File: config.mk
export PLATFORM = sky130hd
export DESIGN_NAME = accum_buffer_controller
export DESIGN_NICKNAME = d
export VERILOG_FILES = /design/src/rtl/accum_ctrl_pkg.sv /design/src/rtl/accum_rd_valid_pipe.sv /design/src/rtl/accum_buffer_controller.sv
export SDC_FILE = /design/constraint.sdc
export NUM_CORES = 1
export LEC_CHECK = 0
export CORE_MARGIN = 8
export CORE_UTILIZATION = 45
export DETAILED_ROUTE_END_ITERATION = 8
export DONT_BUFFER_PORTS = 1
export PLACE_DENSITY = 0.67
export SYNTH_ARGS = -nofsm -noshare
export SYNTH_HDL_FRONTEND = slang
export SYNTH_SLANG_ARGS = --single-unit
File: constraint.sdc
create_clock -name clk -period 6.9 [get_ports clk]
set_input_delay 0.69 -clock clk [delete_from_list [all_inputs] [get_ports clk]]
set_output_delay 0.69 -clock clk [all_outputs]
set_load 0.005 [all_outputs]
File: src/rtl/accum_ctrl_pkg.sv
// rtl/accum_ctrl_pkg.sv - states, widths and helpers shared by the accumulation buffer controller
package accum_ctrl_pkg;

  typedef enum logic [2:0] {
    IDLE,
    FILL,
    SWITCH,
    OVERLAP,
    DRAIN,
    FIN
  } state_e;

  localparam int DEF_DATA_WIDTH = 64;
  localparam int DEF_NUM_OC     = 4;
  localparam int OUT_WIDTH      = DEF_DATA_WIDTH / DEF_NUM_OC;

  // Bits needed to count 0..value-1, never less than one bit.
  function automatic int clog2(input int value);
    int width;
    width = 1;
    while ((1 << width) < value) width = width + 1;
    return width;
  endfunction

endpackage

File: src/rtl/accum_rd_valid_pipe.sv
// rtl/accum_rd_valid_pipe.sv - read-valid delay line tracking drain reads in flight
module accum_rd_valid_pipe #(
  parameter int DEPTH = 2
) (
  input  logic clk,
  input  logic rst_n,
  input  logic valid_i,
  output logic valid_o,
  output logic in_flight_o
);

  logic [DEPTH-1:0] stage_q;
  logic [DEPTH-1:0] stage_d;

  // A new read enters stage 0 while older reads move one stage toward the output.
  always_comb begin
    stage_d    = stage_q << 1;
    stage_d[0] = valid_i;
  end

  // Reset doubles as the synchronous clear that squashes reads still in the pipe.
  always_ff @(posedge clk) begin
    if (!rst_n) stage_q <= '0;
    else        stage_q <= stage_d;
  end

  assign valid_o     = stage_q[DEPTH-1];
  assign in_flight_o = |stage_q;

endmodule

File: src/rtl/accum_buffer_controller.sv
// rtl/accum_buffer_controller.sv - double-buffer fill/drain sequencer; ACCUM_CTRL_PERF_EN adds perf_stall_cnt
module accum_buffer_controller
  import accum_ctrl_pkg::*;
#(
  parameter int DATA_WIDTH      = 64,
  parameter int BANK_ADDR_WIDTH = 32,
  parameter int NUM_OC          = 4,
  parameter int RD_LATENCY      = 2,
  parameter int TILE_CNT_WIDTH  = 16
) (
  input  logic                       clk,
  input  logic                       rst_n,
  input  logic                       start,
  input  logic [BANK_ADDR_WIDTH-1:0] num_words,
  input  logic [TILE_CNT_WIDTH-1:0]  num_tiles,
  input  logic                       acc_valid,
  output logic                       acc_ready,
  output logic                       wen,
  output logic [BANK_ADDR_WIDTH-1:0] wadr,
  output logic                       ren_out,
  output logic [BANK_ADDR_WIDTH-1:0] radr_out,
  output logic                       switch_banks,
  input  logic                       out_ready,
  output logic                       out_valid,
  output logic                       busy,
  output logic                       done
`ifdef ACCUM_CTRL_PERF_EN
  ,
  output logic [31:0]                perf_stall_cnt
`endif
);

  localparam int SUB_W = clog2(NUM_OC);
  localparam logic [SUB_W-1:0] SUB_LAST = SUB_W'(NUM_OC - 1);

  // A buffer word must split evenly into NUM_OC output subwords.
  if ((DATA_WIDTH % NUM_OC) != 0) begin : g_bad_data_width
    $error("DATA_WIDTH must be a multiple of NUM_OC");
  end

  state_e                     state_q, state_d;
  logic [BANK_ADDR_WIDTH-1:0] num_words_q, fill_cnt_q, drain_adr_q, last_adr;
  logic [TILE_CNT_WIDTH-1:0]  num_tiles_q, tile_cnt_q;
  logic [TILE_CNT_WIDTH:0]    tiles_after_switch;
  logic [SUB_W-1:0]           sub_cnt_q;
  logic                       fill_done_q, drain_done_q, zero_done_q;
  logic                       start_ok, start_zero, more_tiles, draining, fin_pulse, in_flight;

  assign start_ok           = start && (num_words != '0) && (num_tiles != '0);
  assign start_zero         = start && !start_ok;
  assign last_adr           = num_words_q - 1'b1;
  assign tiles_after_switch = {1'b0, tile_cnt_q} + 1'b1;
  assign more_tiles         = tiles_after_switch < {1'b0, num_tiles_q};

  assign wen      = acc_valid && acc_ready;
  assign wadr     = fill_cnt_q;
  assign ren_out  = draining && out_ready && !drain_done_q;
  assign radr_out = drain_adr_q;
  assign done     = fin_pulse || zero_done_q;

  // State register.
  always_ff @(posedge clk) begin
    if (!rst_n) state_q <= IDLE;
    else        state_q <= state_d;
  end

  // Next state and per-state control: which side fills, which drains, when banks swap.
  always_comb begin
    state_d      = state_q;
    acc_ready    = 1'b0;
    draining     = 1'b0;
    switch_banks = 1'b0;
    busy         = 1'b0;
    fin_pulse    = 1'b0;
    case (state_q)
      IDLE: begin
        if (start_ok) state_d = FILL;
      end
      FILL: begin
        busy      = 1'b1;
        acc_ready = !fill_done_q;
        if (fill_done_q) state_d = SWITCH;
      end
      SWITCH: begin
        busy         = 1'b1;
        switch_banks = 1'b1;
        state_d      = more_tiles ? OVERLAP : DRAIN;
      end
      OVERLAP: begin
        busy      = 1'b1;
        acc_ready = !fill_done_q;
        draining  = 1'b1;
        if (fill_done_q && drain_done_q && !in_flight) state_d = SWITCH;
      end
      DRAIN: begin
        busy     = 1'b1;
        draining = 1'b1;
        if (drain_done_q && !in_flight) state_d = FIN;
      end
      FIN: begin
        fin_pulse = 1'b1;
        state_d   = IDLE;
      end
      default: state_d = IDLE;
    endcase
  end

  // Run parameters plus fill/drain counters; counters saturate at the last address
  // and a done flag marks completion, so addresses never pass num_words-1.
  always_ff @(posedge clk) begin
    if (!rst_n) begin
      num_words_q  <= '0;
      num_tiles_q  <= '0;
      tile_cnt_q   <= '0;
      fill_cnt_q   <= '0;
      fill_done_q  <= 1'b0;
      drain_adr_q  <= '0;
      sub_cnt_q    <= '0;
      drain_done_q <= 1'b0;
      zero_done_q  <= 1'b0;
    end else begin
      zero_done_q <= (state_q == IDLE) && start_zero;
      if ((state_q == IDLE) && start_ok) begin
        num_words_q  <= num_words;
        num_tiles_q  <= num_tiles;
        tile_cnt_q   <= '0;
        fill_cnt_q   <= '0;
        fill_done_q  <= 1'b0;
        drain_adr_q  <= '0;
        sub_cnt_q    <= '0;
        drain_done_q <= 1'b0;
      end else if (state_q == SWITCH) begin
        tile_cnt_q   <= tile_cnt_q + 1'b1;
        fill_cnt_q   <= '0;
        fill_done_q  <= 1'b0;
        drain_adr_q  <= '0;
        sub_cnt_q    <= '0;
        drain_done_q <= 1'b0;
      end else begin
        if (wen) begin
          if (fill_cnt_q == last_adr) fill_done_q <= 1'b1;
          else                        fill_cnt_q  <= fill_cnt_q + 1'b1;
        end
        if (ren_out) begin
          if (sub_cnt_q == SUB_LAST) begin
            sub_cnt_q <= '0;
            if (drain_adr_q == last_adr) drain_done_q <= 1'b1;
            else                         drain_adr_q  <= drain_adr_q + 1'b1;
          end else begin
            sub_cnt_q <= sub_cnt_q + 1'b1;
          end
        end
      end
    end
  end

  accum_rd_valid_pipe #(
    .DEPTH(RD_LATENCY)
  ) u_rd_valid_pipe (
    .clk        (clk),
    .rst_n      (rst_n),
    .valid_i    (ren_out),
    .valid_o    (out_valid),
    .in_flight_o(in_flight)
  );

`ifdef ACCUM_CTRL_PERF_EN
  logic [31:0] perf_q;

  // Saturating count of overlap cycles where one side has finished and waits on the other.
  always_ff @(posedge clk) begin
    if (!rst_n) begin
      perf_q <= '0;
    end else if ((state_q == IDLE) && start_ok) begin
      perf_q <= '0;
    end else if ((state_q == OVERLAP) && (fill_done_q ^ drain_done_q) && (perf_q != '1)) begin
      perf_q <= perf_q + 1'b1;
    end
  end

  assign perf_stall_cnt = perf_q;
`endif

endmodule

-- After elaboration in Yosys (flattened, before gate mapping)
Cells that the tools add are included.
- register bits after elaboration: 138
- word-level logic and storage cells: 75
- output and inout port bits: 71
- input port bits: 53
- reductions and logical operators: 30
- equal/unequal tests: 12
- order comparisons: 1
- bitwise logic cells: 3
- multiplexer cells: 12
- add/subtract/negate cells: 6
- operator list (kind ; count):
    32-bit by 1-bit adder with 32-bit output, second input constant ; 2
    32-bit == test ; 2
    32-bit nonzero test ; 1
    32-bit by 1-bit subtractor with 32-bit output, second input constant ; 1
    16-bit by 1-bit adder with 17-bit output, second input constant ; 1
    17-bit by 16-bit less-than comparator with 1-bit output ; 1
    16-bit by 1-bit adder with 16-bit output, second input constant ; 1
    16-bit nonzero test ; 1
    3-bit two-way mux ; 5
    3-bit one-hot mux with 5 select lines ; 1
    1-bit logical AND ; 11
    2-bit inequality test, second input constant ; 4
    2-bit OR reduction ; 4
    3-bit by 2-bit == test with 1-bit output, second input constant ; 2
    3-bit == test, second input constant ; 2
    3-bit AND reduction ; 2
    1-bit two-way mux ; 5
    1-bit zero test ; 4
    2-bit AND reduction ; 2
    4-bit AND reduction ; 1
    4-bit OR reduction ; 1
    3-bit by 1-bit == test with 1-bit output, second input constant ; 1
    3-bit zero test ; 1
    1-bit NOT ; 3
    other kinds (5) ; 5

-- Longest topological paths before layout
Gate-level depths: netlist (run 1).
- depth in word-level cells: 6
- gate-level depth with buffers: 16
- depth with buffers taken out: 15

-- Hierarchy
A second synthesis (run 1) with hierarchy kept.
- cell total of the unflattened synthesis: 1103
- area, all modules: 9011.1 um^2
- modules (own cells, without submodules) (module ; area each (um^2) ; cells each ; seq. area each (um^2) ; instances):
    accum_buffer_controller ; 8952.3 ; 1098 ; 2722.6 ; 1
    accum_rd_valid_pipe ; 58.8 ; 5 ; 40.0 ; 1

-- Worst setup path after synthesis (run 1)
OpenSTA, ideal clock, no wires.
- path kind: register to register
- from: register num_words_q[0]
- to: register drain_adr_q[30], in the netlist radr_out[30]
- buffers on the path: 3
- arrival: 3220 ps
- setup slack: 3621 ps
- data required time: 6841 ps
- stages on the path, launching flop included: 15
- path through: dfxtp_1 > buf_6 > inv_1 > ha_1 > or3b_2 > nor3_1 > a311oi_1 > a2111oi_2 > nand4_1 > a2111o_1 > o31ai_4 > buf_6 > buf_8 > o211ai_1 > nand2_1
- cells in the longest elaborated chain, start to end: 4
- RTL lines (what ; RTL line ; source):
    start, declared ; accum_buffer_controller.sv:42 ; logic [BANK_ADDR_WIDTH-1:0] num_words_q, fill_cnt_q, drain_adr_q, last_adr;
    start signal, assigned ; accum_buffer_controller.sv:124 ; num_words_q <= num_words;
    32-bit by 1-bit subtractor with 32-bit output ; accum_buffer_controller.sv:51 ; assign last_adr = num_words_q - 1'b1;
    32-bit == test ; accum_buffer_controller.sv:147 ; if (drain_adr_q == last_adr) drain_done_q <= 1'b1;
    1-bit NOT (no line) ; -- ;
    3-bit AND reduction (no line) ; -- ;
    end signal, assigned ; accum_buffer_controller.sv:148 ; else drain_adr_q <= drain_adr_q + 1'b1;
    end, declared ; accum_buffer_controller.sv:42 ;
Every way passes these cells.
A chain may end at the register's enable or synchronous reset.

-- Final worst setup path (run 1)
- from: register num_words_q[0]
- to: register drain_adr_q[1], in the netlist radr_out[1]
Same word-level chain as after synthesis.

==> reports/results.ini, run 1 <==
[logic_synthesis]
avgSynthCellArea_sq_um = 8.092
seq_area_frac_synth = 0.2857
synth-main-ff-cell = dfxtp_1
ys_ff_latch = 138
synth_edf_count = 0
synth.distinct_cells = 74
ys_warn_count = 0
synth_fp_nets = 1268
synthCells = 1195
synthArstFlopShare = 0
synthesis.area_sq_mm = 0.009671

[clocking]
cts_tree = built
insertion_delay_ns = 0.43
cts_num_sinks = 138
cts_hold_buf = 0
cts-root-buf = clkbuf_16
cts_setup_buffers = 0
path_clk_slew_ns = 0.06
htree_num_levels = 4
cts_resized = 0
cts_buffer_depth = 2
cts_buffers = 17

[critical_path]
cp_cell_sequence = inv_1, ha_1, or3b_2, nor3_1, a311oi_1, a2111oi_0, o211ai_1, nor4_1, and4_1, o21ai_0, a21oi_1
slowest_stage = and4_1
crit_type = reg -> reg
reg2regPathDepth = 11
cp.arrival_ns = 4.74
cp.buffers_inverters = 1
critical_path_cell_count = 11
r2r_start = num_words_q[0]
critPathRequiredTime_ns = 7.24
r2r_slack_ns = 2.50
cp_top_family = simple AND/OR/NAND/NOR gates
crit_path_start_kind = flip-flop
endpoint_kind = flip-flop
path_max_fanout = 30
cpPeakStageDelay_ns = 0.84
worstReg2RegEnd = radr_out[1]

[detailed_routing]
drtIter0Drc = 1010
postRouteAntennaNets = 0
viasPerCell = 6.306
drt-total-wl_um = 30090
dr_total_vias = 8936
drc = 0
wire_per_inst_um = 21.23
firstDrtPassIters = 8

[layout]
postLayoutCoreUtil = 0.4883
diodes = 0
area_growth_pct = 6.482
final_common_cell = dfxtp_1
mostFrequentLayoutCells = dfxtp_1, nand2_1, mux2i_1
nets = 1204
drive_above_1_share = 0.07268

[sta]
fin_setup_tns_ns = 0
setup_viol = 0
rsz0062_at_grt = no
slew_viol_final = 0
final-hold-violation-count = 0
skew_ns = 0.01066
finalCritPeriodShare = 0.6378
tightest_slew_ns = 0.8829
relSlewSlack = 0.4114
max_freq_mhz = 227.2
hold_slack_ns = 0.3874
min_period_ns = 4.401

[grt]
grt_usage = 0.2234
grt_pass1_vias = 8420
antenna_found_initial = 0
grt_pass1_wl_um = 47130
grt-ovfl-total = 0
grt_max_degree = 63

[floorplan]
fp.dieH_um = 162.6
dieArea_sq_mm = 0.02644
core_sq_mm = 0.02109
die_x_um = 162.6
placementRows = 53
start_util = 0.4586
io_pins = 124

[placement]
gp_congestion = 0.9304
place_hpwl_um = 22270
placement.io_buffers = 0

[hold_path]
worstHoldStart = rst_n
hold_end = num_tiles_q[2]
whs_path_depth = 1
hold_class = in -> reg

[power_and_ir_drop]
ir_drop_uv = 170.6
pwr_density_cell_mw_per_mm2 = 227.0
p_leak_nw = 3.694
total_power_mw = 2.338

[job]
cap_violations = 0

[run_status]
status = complete, no violations

[cell families (layout without fill, tap and decap cells)]
| group | count (synthesis) | in the layout | share of synthesized area |
|---|---|---|---|
| and+or+nand+nor | 534 | 534 | 0.3174 |
| AOI/OAI and AO/OA | 211 | 211 | 0.1441 |
| DFF | 138 | 138 | 0.2857 |
| buffers and inverters | 124 | 71 | 0.06029 |
| xor gates and xnor gates | 100 | 100 | 0.09626 |
| muxes | 68 | 68 | 0.07038 |
| adders and majority gates | 20 | 20 | 0.02588 |
[layer usage]
layer	global-route usage	part of all wire	wire length, um	vias to the layer above
li1	-	-	-	4246
met1	0.2822	0.42	12560	4181
met2	0.3400	0.43	13020	428
met3	0.07659	0.11	3456	81
met4	0.09675	0.035	1050	0
met5	0	0	0	-
[synthesized netlist by cell type, drive strengths merged, types with 5 or more instances]
| library cell | number | area (sq um) |
|---|---|---|
| a21oi | 57 | 285.3 |
| o31ai | 24 | 193.9 |
| or4 | 41 | 326.6 |
| nand3 | 50 | 250.2 |
| inv | 36 | 135.1 |
| ha | 20 | 250.2 |
| a31oi | 7 | 43.79 |
| and2 | 10 | 62.56 |
| clkbuf | 51 | 191.4 |
| dfxtp | 138 | 2763 |
| o22ai | 6 | 37.54 |
| or2 | 22 | 137.6 |
| a2111oi | 5 | 50.04 |
| o2111ai | 6 | 52.55 |
| o21ai | 45 | 225.2 |
| xor2 | 41 | 359.1 |
| xnor2 | 55 | 481.7 |
| and3 | 19 | 118.9 |
| nor2 | 55 | 209.0 |
| nor3 | 36 | 196.4 |
| and4 | 12 | 105.1 |
| buf | 36 | 247.7 |
| nand2b | 8 | 50.05 |
| mux2i | 68 | 680.7 |
| or3 | 32 | 200.2 |
| nand2 | 100 | 380.4 |
| nor4 | 34 | 261.5 |
| nor2b | 64 | 407.9 |
| nand4 | 35 | 225.2 |
| o211ai | 22 | 170.2 |
[final cells by class]
| cell class | instances | area, sq um |
|---|---|---|
| clock buffer | 19 | 442.9 |
| timing repair buffer | 5 | 37.54 |
| inverter | 36 | 135.1 |
| clock inverter | 11 | 241.5 |
| sequential | 138 | 2763 |
| fill | 2024 | 10790 |
| tap | 275 | 344.1 |
| multi-input combinational | 933 | 6334 |
[per-stage QoR]
| step | setup WS (ns) | std cells | instance area (sq um) |
|---|---|---|---|
| CTS | 2.514 | 1417 | 10300 |
| global route | 2.219 | 1417 | 10300 |
| finish | 2.499 | 1417 | 10300 |
| detailed placement | 2.529 | 1387 | 9613 |
| floorplan | 3.621 | 1195 | 9671 |
| global placement | 2.386 | 1387 | 9613 |
[sequential cells by signal (all words and copies together) (netlist names)]
signal and flops:
zero_done_q 1, fill_done_q 1, wadr 32, tile_cnt_q 16
sub_cnt_q 2, state_q 3, drain_done_q 1, radr_out 32
num_words_q 32, u_rd_valid_pipe.stage_q 2, num_tiles_q 16
[how the worst max path moves through the flow]
stage                               to  slack [ns]      startpoint
final                      radr_out[1]        2.50  num_words_q[0]
after global routing       radr_out[0]        2.22  num_words_q[0]
after CTS                  radr_out[1]        2.51  num_words_q[0]
after detailed placement   radr_out[8]        2.53  num_words_q[0]
after global placement     radr_out[8]        2.39  num_words_q[0]
after floorplan           radr_out[30]        3.62  num_words_q[0]
[where the power goes]
group | leakage (nW) | internal [mW] | switching (mW)
logic | 2.24 | 0.157 | 0.224
clock network | 0.334 | 0.723 | 0.371
registers | 1.12 | 0.817 | 0.0474
(Power assumes the default switching activity.)
==> run 2: changes to the inputs <==
clock period = 4.2 ns   (was 6.9 ns; I/O delays follow)
==> reports/results.ini, run 2 (synthesis gave the netlist of run 1 again) <==
[sta]
relSlewSlack = 0.5329  ; was 0.4114
setup_viol = 0  ; unchanged
min_period_ns = 3.667  ; was 4.401 ns
skew_ns = 0.01399  ; was 0.01066 ns
tightest_slew_ns = 0.6942  ; was 0.8829 ns
rsz0062_at_grt = no  ; unchanged
fin_setup_tns_ns = 0  ; unchanged
slew_viol_final = 0  ; unchanged
finalCritPeriodShare = 0.8731  ; was 0.6378
max_freq_mhz = 272.7  ; was 227.2 MHz
final-hold-violation-count = 0  ; unchanged
fin_ws_ns = 0.5332  ; was 2.499 ns
hold_slack_ns = 0.1053  ; was 0.3874 ns

[detailed_routing]
dr_total_vias = 8931  ; was 8936
postRouteAntennaNets = 0  ; unchanged
drc = 0  ; unchanged
drtIter0Drc = 952  ; was 1010
top_layer = met4  ; unchanged
met3_wirelength_um = 2834  ; was 3456 um
wire_per_inst_um = 21.03  ; was 21.23 um
viasPerCell = 6.202  ; was 6.306
dr_wl_met2_um = 13680  ; was 13020 um
firstDrtPassIters = 7  ; was 8
wl_met1_um = 13030  ; was 12560 um
drt-total-wl_um = 30280  ; was 30090 um

[critical_path]
cp.arrival_ns = 3.98  ; was 4.74 ns
slowest_stage = a2111oi_0  ; was and4_1
crit_top_cell = nor3_1
path_max_fanout = 30  ; unchanged
cp_cell_sequence = inv_1, ha_1, or3b_2, nor3_1, a311oi_1, a2111oi_0, o211ai_1, nor4_1, and4_1, buf_4, nor3_1, mux2i_1  ; was inv_1, ha_1, or3b_2, nor3_1, a311oi_1, a2111oi_0, o211ai_1, nor4_1, and4_1, o21ai_0, a21oi_1
crit_start = num_words_q[1]  ; was num_words_q[0]
cpPeakStageDelay_ns = 0.54  ; was 0.84 ns
r2r_start = num_words_q[1]  ; was num_words_q[0]
endpoint_kind = flip-flop  ; unchanged
endpoint = radr_out[12]  ; was radr_out[1]
crit_type = reg -> reg  ; unchanged
r2r_slack_ns = 0.53  ; was 2.50 ns
worstReg2RegEnd = radr_out[12]  ; was radr_out[1]
reg2regPathDepth = 12  ; was 11
critPathRequiredTime_ns = 4.51  ; was 7.24 ns
crit_path_start_kind = flip-flop  ; unchanged

[clocking]
insertion_delay_ns = 0.44  ; was 0.43 ns
htree_num_levels = 4  ; unchanged
cts_hold_buf = 0  ; unchanged
cts_buffers = 17  ; unchanged
path_clk_slew_ns = 0.06  ; about the same
cts-root-buf = clkbuf_16  ; unchanged
cts_tree = built  ; unchanged
cts_buffer_depth = 2  ; unchanged
cts_num_sinks = 138  ; unchanged
cts_resized = 0  ; unchanged
cts_setup_buffers = 0  ; unchanged

[grt]
antenna_found_initial = 0  ; unchanged
grt_usage = 0.2258  ; was 0.2234
grt_max_degree = 66  ; was 63
grt_pass1_vias = 8222  ; was 8420
grt_pass1_wl_um = 47500  ; was 47130 um
grt-ovfl-total = 0  ; unchanged

[layout]
postLayoutCoreUtil = 0.4939  ; was 0.4883
nets = 1225  ; was 1204
drive_above_1_share = 0.09185  ; was 0.07268
final_common_cell = dfxtp_1  ; unchanged
diodes = 0  ; unchanged
area_growth_pct = 7.711  ; was 6.482%
mostFrequentLayoutCells = dfxtp_1, nand2_1, mux2i_1  ; unchanged

[placement]
dp_slack_ns = 0.6114  ; was 2.529 ns
place_hpwl_um = 22830  ; was 22270 um
gp_congestion = 0.9852  ; was 0.9304
placement.io_buffers = 0  ; unchanged

[power_and_ir_drop]
p_leak_nw = 3.784  ; was 3.694 nW
pwr_density_cell_mw_per_mm2 = 359.0  ; was 227.0 mW/mm^2
ir_drop_uv = 370.9  ; was 170.6 uV
total_power_mw = 3.740  ; was 2.338 mW

[floorplan]
die_x_um = 162.6  ; unchanged
dieArea_sq_mm = 0.02644  ; unchanged
placementRows = 53  ; unchanged
io_pins = 124  ; unchanged
fp.dieH_um = 162.6  ; unchanged
start_util = 0.4586  ; unchanged
core_sq_mm = 0.02109  ; unchanged

[hold_path]
hold_class = in -> reg  ; unchanged

[job]
cap_violations = 0  ; unchanged

[run_status]
status = complete, no violations  ; unchanged

## run 2: cell count changes in the layout (fill, tap and decap cells not counted)
cell	change
inv_8	+1
buf_4	+21
inv_6	+5
clkbuf_1	-1
bufinv_16	-3
## run 2: metrics by stage
stage	area, sq um	cells
after floorplan	9671	1195
after global placement	9771	1408
after detailed placement	9771	1408
after CTS	10420	1440
after global routing	10420	1440
final	10420	1440
## run 2: area by class of cell
cell class / count / area (sq um)
multi-input cells: 933 / 6334
flip-flops and latches: 138 / 2763
repair buffers: 26 / 195.2
well taps: 275 / 344.1
inverters: 36 / 135.1
fillers: 2035 / 10670
clock buffers: 18 / 439.2
clock inverters: 14 / 206.4
## run 2: worst min path at each step
stage,depth (start not counted),start,end,slack (ns)
6_report,1,rst_n,u_rd_valid_pipe.stage_q[0],0.11
5_1_grt,1,rst_n,u_rd_valid_pipe.stage_q[0],0.09
4_1_cts,1,rst_n,u_rd_valid_pipe.stage_q[0],0.1
3_5_place_dp,1,u_rd_valid_pipe.stage_q[0],u_rd_valid_pipe.stage_q[1],0.47
3_3_place_gp,1,u_rd_valid_pipe.stage_q[0],u_rd_valid_pipe.stage_q[1],0.45
2_1_floorplan,1,u_rd_valid_pipe.stage_q[0],u_rd_valid_pipe.stage_q[1],0.43
## run 2: where the power goes
part | internal [mW] | leakage (nW) | switching (mW)
Clock | 1.03 | 0.319 | 0.650
Combinational | 0.273 | 2.35 | 0.386
Sequential | 1.34 | 1.12 | 0.0618
Total | 2.64 | 3.78 | 1.10
## run 2: metal layers
metal  global-route usage  up-vias
met5                    0        -
met4              0.07756        0
met3              0.06320       55
met2               0.3528      345
met1               0.2938     4249
li1                     -     4282
## run 2: critical path, delay by kind of cell, from the launching register on
family | cells | cell delay [ns]
compound gates | 3 | 0.95
buf+inv | 2 | 0.34
simple gates | 5 | 1.60
flops | 1 | 0.34
fa+ha+maj | 1 | 0.17
mux | 1 | 0.14
